==> src/rtl/dmem_arbiter.sv <==
// Port-B arbiter for the data memory: core MEM stage has default priority, the dbg master
// gets a guaranteed slot after a bounded number of blocked cycles.
module dmem_arbiter #(
    parameter int WORD_SIZE    = 32,
    parameter int ADDR_SIZE    = 10,
    parameter int STARVE_LIMIT = 4
) (
    input  logic                 clk,
    input  logic                 rst,
    input  logic                 core_read,
    input  logic                 core_write,
    input  logic [ADDR_SIZE-1:0] core_addr,
    input  logic [WORD_SIZE-1:0] core_wdata,
    input  logic [1:0]           core_size,
    input  logic                 core_unsigned,
    output logic                 core_stall,
    output logic [WORD_SIZE-1:0] core_rdata,
    output logic                 core_rvalid,
    input  logic                 dbg_req,
    input  logic                 dbg_we,
    input  logic [ADDR_SIZE-1:0] dbg_addr,
    input  logic [WORD_SIZE-1:0] dbg_wdata,
    input  logic [1:0]           dbg_size,
    input  logic                 dbg_unsigned,
    output logic                 dbg_ack,
    output logic [WORD_SIZE-1:0] dbg_rdata,
    output logic                 b_en_read,
    output logic                 b_en_write,
    output logic [ADDR_SIZE-1:0] b_addr,
    output logic [WORD_SIZE-1:0] b_din,
    output logic [1:0]           b_size,
    output logic                 b_unsigned,
    input  logic [WORD_SIZE-1:0] b_dout
);

    localparam int CNT_W = $clog2(STARVE_LIMIT + 1);
    localparam logic [CNT_W-1:0] CNT_MAX = CNT_W'(STARVE_LIMIT);
    localparam logic [CNT_W-1:0] CNT_GO  = CNT_W'(STARVE_LIMIT - 1);

    typedef enum logic [1:0] {StCore, StDbg, StAck} state_t;

    state_t                state;
    logic [CNT_W-1:0]      wait_cnt;
    logic                  dbg_was_read;
    logic [WORD_SIZE-1:0]  dbg_rdata_q;
    logic                  core_req;
    logic                  dbg_own;
    logic                  core_rd_issue;

    assign core_req      = core_read | core_write;
    assign dbg_own       = (state == StDbg);
    // A simultaneous read+write from the core is a write; the read never issues.
    assign core_rd_issue = !dbg_own && core_read && !core_write;

    always_ff @(posedge clk) begin
        if (rst) begin
            state        <= StCore;
            wait_cnt     <= '0;
            dbg_was_read <= 1'b0;
            dbg_rdata_q  <= '0;
            core_rvalid  <= 1'b0;
        end else begin
            core_rvalid <= core_rd_issue;
            case (state)
                StCore: begin
                    if (dbg_req && (!core_req || wait_cnt == CNT_GO)) begin
                        state    <= StDbg;
                        wait_cnt <= '0;
                    end else if (dbg_req && core_req && wait_cnt != CNT_MAX) begin
                        wait_cnt <= wait_cnt + 1'b1;
                    end
                end
                StDbg: begin
                    state        <= StAck;
                    dbg_was_read <= !dbg_we;
                end
                StAck: begin
                    state <= StCore;
                    if (dbg_was_read) begin
                        dbg_rdata_q <= b_dout;
                    end
                end
                default: state <= StCore;
            endcase
        end
    end

    always_comb begin
        b_en_read  = core_read & ~core_write;
        b_en_write = core_write;
        b_addr     = core_addr;
        b_din      = core_wdata;
        b_size     = core_size;
        b_unsigned = core_unsigned;
        if (dbg_own) begin
            b_en_read  = ~dbg_we;
            b_en_write = dbg_we;
            b_addr     = dbg_addr;
            b_din      = dbg_wdata;
            b_size     = dbg_size;
            b_unsigned = dbg_unsigned;
        end
        if (rst) begin
            b_en_read  = 1'b0;
            b_en_write = 1'b0;
        end
    end

    assign core_stall = dbg_own && core_req && !rst;
    assign core_rdata = b_dout;
    assign dbg_ack    = (state == StAck) && !rst;
    // Read data is forwarded during the ack cycle and held in the register afterwards.
    assign dbg_rdata  = (state == StAck && dbg_was_read && !rst) ? b_dout : dbg_rdata_q;

endmodule
==> config.mk <==
export PLATFORM = sky130hd
export DESIGN_NAME = dmem_arbiter
export DESIGN_NICKNAME = d
export VERILOG_FILES = /design/src/rtl/dmem_arbiter.sv
export SDC_FILE = /design/constraint.sdc
export NUM_CORES = 1
export LEC_CHECK = 0
export BUFFER_PORTS_ARGS = -buffer_cell sky130_fd_sc_hd__buf_2
export CAP_MARGIN = 40
export CELL_PAD_IN_SITES_DETAIL_PLACEMENT = 1
export CELL_PAD_IN_SITES_GLOBAL_PLACEMENT = 1
export CORE_ASPECT_RATIO = 1.75
export CORE_MARGIN = 2
export CORE_UTILIZATION = 27
export DETAILED_ROUTE_END_ITERATION = 8
export PLACE_DENSITY_LB_ADDON = 0.1
export SYNTH_ARGS = -nofsm -noshare
export SYNTH_HDL_FRONTEND = slang
export SYNTH_SLANG_ARGS = --single-unit
==> constraint.sdc <==
create_clock -name clk -period 3.8 [get_ports clk]
set_input_delay 0.76 -clock clk [delete_from_list [all_inputs] [get_ports clk]]
set_output_delay 0.76 -clock clk [all_outputs]
set_load 0.005 [all_outputs]
==> flow_summary.json, run 1 <==
{
  "powerDensity_nw_per_um2": 296,
  "drt_iter0_drc": 46,
  "dpl_worst_slack_ns": 0.710,
  "worstPathMaxFanout": 23,
  "post_cts_buffers": 0,
  "port_buffers": 241,
  "tns_ns": 0,
  "post-dp-hpwl_um": 7580,
  "grt_setup_unrepaired": "false",
  "worstMarginPinSlew_ns": 0.723,
  "clockRootBuffer": "clkbuf_16",
  "grt_usage_pct": 16.4,
  "cts_resized": 0,
  "synth_cell_type_count": 31,
  "ant_nets": 0,
  "synth_top_area_share_pct": 28.9,
  "first_pass_iters": 4,
  "crit_type": "in2out",
  "routabilityCongestion": 0.752,
  "grt_pass1_wl_um": 14200,
  "cpMostUsedCell": "buf_2",
  "worstPathArrival_ns": 2.30,
  "cts.sinks": 39,
  "power_leakage_uw": 0.00225,
  "crit_path_start_kind": "input pin",
  "grt_start_max_net_pins": 49,
  "synth_area_per_cell_um2": 8.22,
  "yosysSeqAreaShare_pct": 28.9,
  "num_vias": 2940,
  "vdd_drop_max_mv": 0.189,
  "cts_buffers": 5,
  "antenna_found_initial": 0,
  "hp-class": "reg2reg",
  "core_area_um2": 9790,
  "slew_headroom_pct": 51.8,
  "clockBufferDepth": 2,
  "cp-end-kind": "primary output",
  "critPathRequiredTime_ns": 3.04,
  "synth_top_area_cell": "dfxtp_1",
  "synth_most_common_cell": "nand2_1",
  "drt-vias-per-instance": 4.47,
  "final-max-slew-violation-count": 0,
  "max_stage_delay_ns": 0.37,
  "wl_per_cell_um": 14.0,
  "cts_tree": "done",
  "dp_cells": 649,
  "drive_gt1_share_pct": 55.1,
  "synthesis.nets": 460,
  "drc": 0,
  "clk_pin_slew_worst_paths_ns": 0.05,
  "grt_remaining_overflow": 0,
  "cp_slowest_cell": "and2_4",
  "synth_edf_count": 0,
  "die_width_um": 79.6,
  "ys_warn_count": 0,
  "status": "complete, no violations",
  "async_flop_share_pct": 0,
  "start_util_pct": 27.6,
  "timing.final.crit_share_pct": 80.6,
  "die_area_um2": 10900,
  "fin_nets": 662,
  "skew_ns": 0.00388,
  "areaGrowthSynthToFinish_pct": 46.2,
  "h-tree-depth": 2,
  "synthTopCellsByCount": "137 x nand2_1, 39 x dfxtp_1, 35 x buf_4, 32 x a22o_1, 28 x mux2_4",
  "path_cells": "buf_2, nor3b_2, and2_4, buf_4, mux2_2, buf_2",
  "hold_buffers": 0,
  "max_freq_mhz": 327,
  "ys_ff_latch": 39,
  "stdcell_count": 657,
  "ys.flop_type": "dfxtp_1",
  "hold_viol": 0,
  "grt_pass1_vias": 2991,
  "floorplan.die.height_um": 136,
  "syn_inst": 329,
  "clk_latency_ns": 0.28,
  "antennaDiodeCount": 0,
  "num_rows": 48,
  "setup_ws_ns": 0.739,
  "netlist_top_cells_area": "dfxtp_1 29%, nand2_1 19%, mux2_4 16%",
  "ioPinCount": 242,
  "maxCapViolCount": 0,
  "syn_area_um2": 2700,
  "setup_violations": 0,
  "finalWirelength_um": 9170,
  "timing.final.crit_period_ns": 3.06
}
-- path summary, 6_finish.rpt --
kind | startpoint | endpoint | slack (ns) | depth (start not counted)
hold reg to reg | dbg_rdata_q[0] | dbg_rdata_q[0] | 0.47 | 1
setup reg to reg | state[1] | dbg_rdata_q[9] | 2.26 | 4
hold / removal | dbg_rdata_q[0] | dbg_rdata_q[0] | 0.47 | 1
setup / recovery | rst | dbg_rdata[2] | 0.74 | 6
-- per-layer routing --
metal,part of all wire (%),vias to the layer above,global-route usage (%)
met5,0,-,0
met2,56,146,32.4
met3,9.2,7,4.52
met4,1.5,0,4.98
met1,33,1328,15.7
li1,-,1459,-
-- layout make-up --
type                    instances  area, um^2
repair buffers                248        1290
inverters                       5        18.8
flip-flops and latches         39         781
clock inverters                 2        60.1
clock buffers                   6         129
well taps                     125         156
fillers                      1294        5840
multi-input cells             232        1520
-- where the power goes --
group	internal, uW	switching, uW
clock network	376	159
logic	113	104
registers	414	4.60
-- cells by family (layout without fill, tap and decap cells) --
logic type	count (synthesis)	count (layout)	share of synthesized area, %
AND/OR/NAND/NOR	152	152	22.6
buffers and inverters	58	261	15.5
AO/OA/AOI/OAI	43	43	13.7
flip-flops	39	39	28.9
multiplexers	34	34	18.0
adder cells (fa/ha/maj)	3	3	1.39
-- registers in the layout (all words and copies together) (netlist names) --
signal,count
core_rvalid,1
dbg_rdata_q,32
dbg_was_read,1
state,2
wait_cnt,3
-- stage by stage --
| step | area, um^2 | utilization (%) | hold WS (ns) | power [uW] |
|---|---|---|---|---|
| final | 3950 | 40.4 | 0.470 | 1170 |
| after global routing | 3950 | 40.4 | 0.488 | 1230 |
| after CTS | 3950 | 40.4 | 0.477 | 1190 |
| after detailed placement | 3760 | 38.5 | 0.455 | 649 |
| after global placement | 3740 | 38.2 | 0.457 | 640 |
| after floorplan | 2700 | - | 0.438 | 527 |
-- cell usage in the layout, fill, tap and decap left out, drive strengths merged, types with 2 or more instances in the layout --
cell type	Yosys	routed
a31oi	2	2
nor2	4	4
buf	46	248
mux2	32	32
bufinv	0	2
inv	5	5
clkbuf	7	6
nand2b	4	4
nand2	137	137
dfxtp	39	39
o21ai	2	2
a22o	32	32
a21oi	2	2
ha	3	3
mux2i	2	2
-- worst max-delay path, delay by kind of cell --
| kind | cells | cell delay (ns) |
|---|---|---|
| AND/OR/NAND/NOR | 2 | 0.58 |
| buffers and inverters | 3 | 0.59 |
| multiplexers | 1 | 0.35 |
Note: power is estimated with default switching activity, not from simulation.
==> run 2: changes to the inputs <==
- ABC_AREA: not set -> 1
- CORE_UTILIZATION: 27 -> 22
- clock period: 3.8 -> 3 ns (I/O delays scaled with it)
==> flow_summary.json, run 2 <==
{
  "status": "complete, no violations",
  "syn_inst": 409,
  "routabilityCongestion": 0.808,
  "grt_start_max_net_pins": 65,
  "start_util_pct": 22.5,
  "floorplan.die.height_um": 145,
  "top_regs": "dbg_rdata_q: 32 flops, wait_cnt: 3 flops, state: 2 flops",
  "critPathRequiredTime_ns": 2.40,
  "setup_violations": 0,
  "clk_latency_ns": 0.28,
  "port_buffers": 241,
  "die_width_um": 84.5,
  "synthTopCellsByCount": "181 x nand2_1, 45 x inv_1, 39 x dfxtp_1, 34 x buf_4",
  "multi_input_area_um2": 1170,
  "grt_remaining_overflow": 0,
  "post_cts_buffers": 0,
  "clockRootBuffer": "clkbuf_16",
  "core_area_um2": 11100,
  "ioPinCount": 242,
  "tns_ns": 0,
  "yosysSeqAreaShare_pct": 31.3,
  "crit_type": "reg2out",
  "drt_iter0_drc": 23,
  "synth_top_area_cell": "dfxtp_1",
  "clk_pin_slew_worst_paths_ns": 0.06,
  "antennaDiodeCount": 0,
  "synth_most_common_cell": "nand2_1",
  "skew_ns": 0.00342,
  "ys.flop_type": "dfxtp_1",
  "finalWirelength_um": 9180,
  "hold_buffers": 0,
  "synth-compound-area-share_pct": 14.3,
  "clockBufferDepth": 2,
  "grt_pass1_vias": 3206,
  "cp_slowest_cell": "buf_4",
  "cts_buffers": 5,
  "final_util_pct": 33.3,
  "timing.final.crit_share_pct": 84.2,
  "final_cell_mix": "241 x buf_2, 181 x nand2_1, 45 x inv_1, 39 x dfxtp_1",
  "regMostFlops": "dbg_rdata_q",
  "cp-end-kind": "primary output",
  "seq_area_um2": 781,
  "antenna_found_initial": 0,
  "cp-endpoint": "core_stall",
  "drc": 0,
  "synth_top_area_share_pct": 31.3,
  "synth_area_per_cell_um2": 6.10,
  "largest_reg_flops": 32,
  "slew_headroom_pct": 54.5,
  "drt-vias-per-instance": 4.24,
  "path_cells": "nand2_2, inv_2, buf_4, nand2_1, nor2_1, buf_2",
  "worstMarginPinSlew_ns": 0.682,
  "worstPathArrival_ns": 1.93,
  "areaGrowthSynthToFinish_pct": 48.2,
  "worstPathMaxFanout": 46,
  "synth_edf_count": 0,
  "async_flop_share_pct": 0,
  "power_leakage_uw": 0.00214,
  "first_pass_iters": 4,
  "powerDensity_nw_per_um2": 384,
  "final_common_cell": "buf_2",
  "ant_nets": 0,
  "crit_start": "state[0]",
  "grt_usage_pct": 14.7,
  "grt_setup_unrepaired": "false",
  "max_stage_delay_ns": 0.41,
  "cts_tree": "done",
  "final-max-slew-violation-count": 0,
  "fin_nets": 740,
  "wl_per_cell_um": 12.4,
  "rrSetupSlack_ns": 1.44,
  "worst_r2r_path_depth": 6,
  "cts_resized": 0,
  "dpl_worst_slack_ns": 0.548,
  "die_area_um2": 12200,
  "num_vias": 3149,
  "synthXorXnorAreaFrac_pct": 0,
  "synth-simple-area-share_pct": 31.1,
  "setup_ws_ns": 0.474,
  "max_freq_mhz": 396,
  "timing.final.crit_period_ns": 2.53,
  "grt_pass1_wl_um": 14900,
  "drive_gt1_share_pct": 42.5,
  "reg2reg_from": "state[1]",
  "synth_adder_area_share_pct": 1.50,
  "netlist_top_cells_area": "dfxtp_1 31%, nand2_1 27%, buf_4 10%",
  "cts.sinks": 39,
  "ys_warn_count": 0,
  "crit_path_start_kind": "register",
  "min_from": "dbg_rdata_q[17]",
  "r2r_end": "dbg_was_read",
  "ys_ff_latch": 39,
  "h-tree-depth": 2,
  "syn_area_um2": 2500,
  "vdd_drop_max_mv": 0.264,
  "synth_cell_type_count": 21,
  "fill_cells": 1535,
  "hold_viol": 0,
  "num_rows": 51,
  "synth_top_family_by_area": "simple AND/OR/NAND/NOR gates",
  "maxCapViolCount": 0,
  "synthesis.nets": 540,
  "post-dp-hpwl_um": 7620,
  "synthMuxAreaShare_pct": 0,
  "hp-class": "reg2reg"
}
run 2: cell types whose count changed in the layout (fill, tap and decap cells not counted), sizes merged, moves of 3 or more:
cell / before / now
nand2: 137 / 182
nand3: 0 / 3
mux2: 32 / 0
o21ai: 2 / 66
a22o: 32 / 0
buf: 248 / 244
inv: 5 / 49
nor2: 4 / 9
nand2b: 4 / 0
run 2: worst min-delay path by stage:
stage               slack, ns  cells after the start         endpoint
CTS                      0.46                      2  dbg_rdata_q[14]
global placement         0.44                      2   dbg_rdata_q[5]
detailed placement       0.45                      2  dbg_rdata_q[14]
finish                   0.46                      2  dbg_rdata_q[17]
floorplan                0.43                      2   dbg_rdata_q[0]
global route             0.48                      2  dbg_rdata_q[23]
run 2: worst max-delay path: cells and delay by family (launching register included):
family,cells,cell delay (ns)
buffers and inverters,3,0.67
DFF,1,0.40
and+or+nand+nor,3,0.56
run 2: layer usage:
layer	part of all wire (%)	global-route usage (%)
met5	0	0
met2	52	27.4
met1	35	14.5
met3	11	5.23
met4	1.6	5.16
run 2: power breakdown:
part | internal, uW | switching (uW)
Combinational | 138 | 135
Sequential | 524 | 4.57
Clock | 395 | 224
run 2: cells by family (layout without fill, tap and decap cells):
group | after synthesis | in the layout
AOI/OAI and AO/OA | 71 | 71
adders and majority gates | 3 | 3
buffers and inverters | 99 | 300
DFF | 39 | 39
and+or+nand+nor | 197 | 197
run 2: metrics by stage:
stage / hold slack, ns / total power [uW] / std cells / instance area [um^2]
2_1_floorplan: 0.435 / 673 / 409 / 2500
3_5_place_dp: 0.450 / 820 / 734 / 3530
5_1_grt: 0.479 / 1510 / 742 / 3700
6_report: 0.456 / 1420 / 742 / 3700
3_3_place_gp: 0.445 / 815 / 734 / 3530
4_1_cts: 0.461 / 1460 / 742 / 3700
run 2: cell type report:
| class | instances | share of cell area [%] |
|---|---|---|
| multi-input cells | 271 | 31.7 |
| inverters | 48 | 4.87 |
| clock inverters | 3 | 1.25 |
| flip-flops and latches | 39 | 21.1 |
| well taps | 132 | 4.47 |
| repair buffers | 244 | 33.2 |
| clock buffers | 5 | 3.38 |
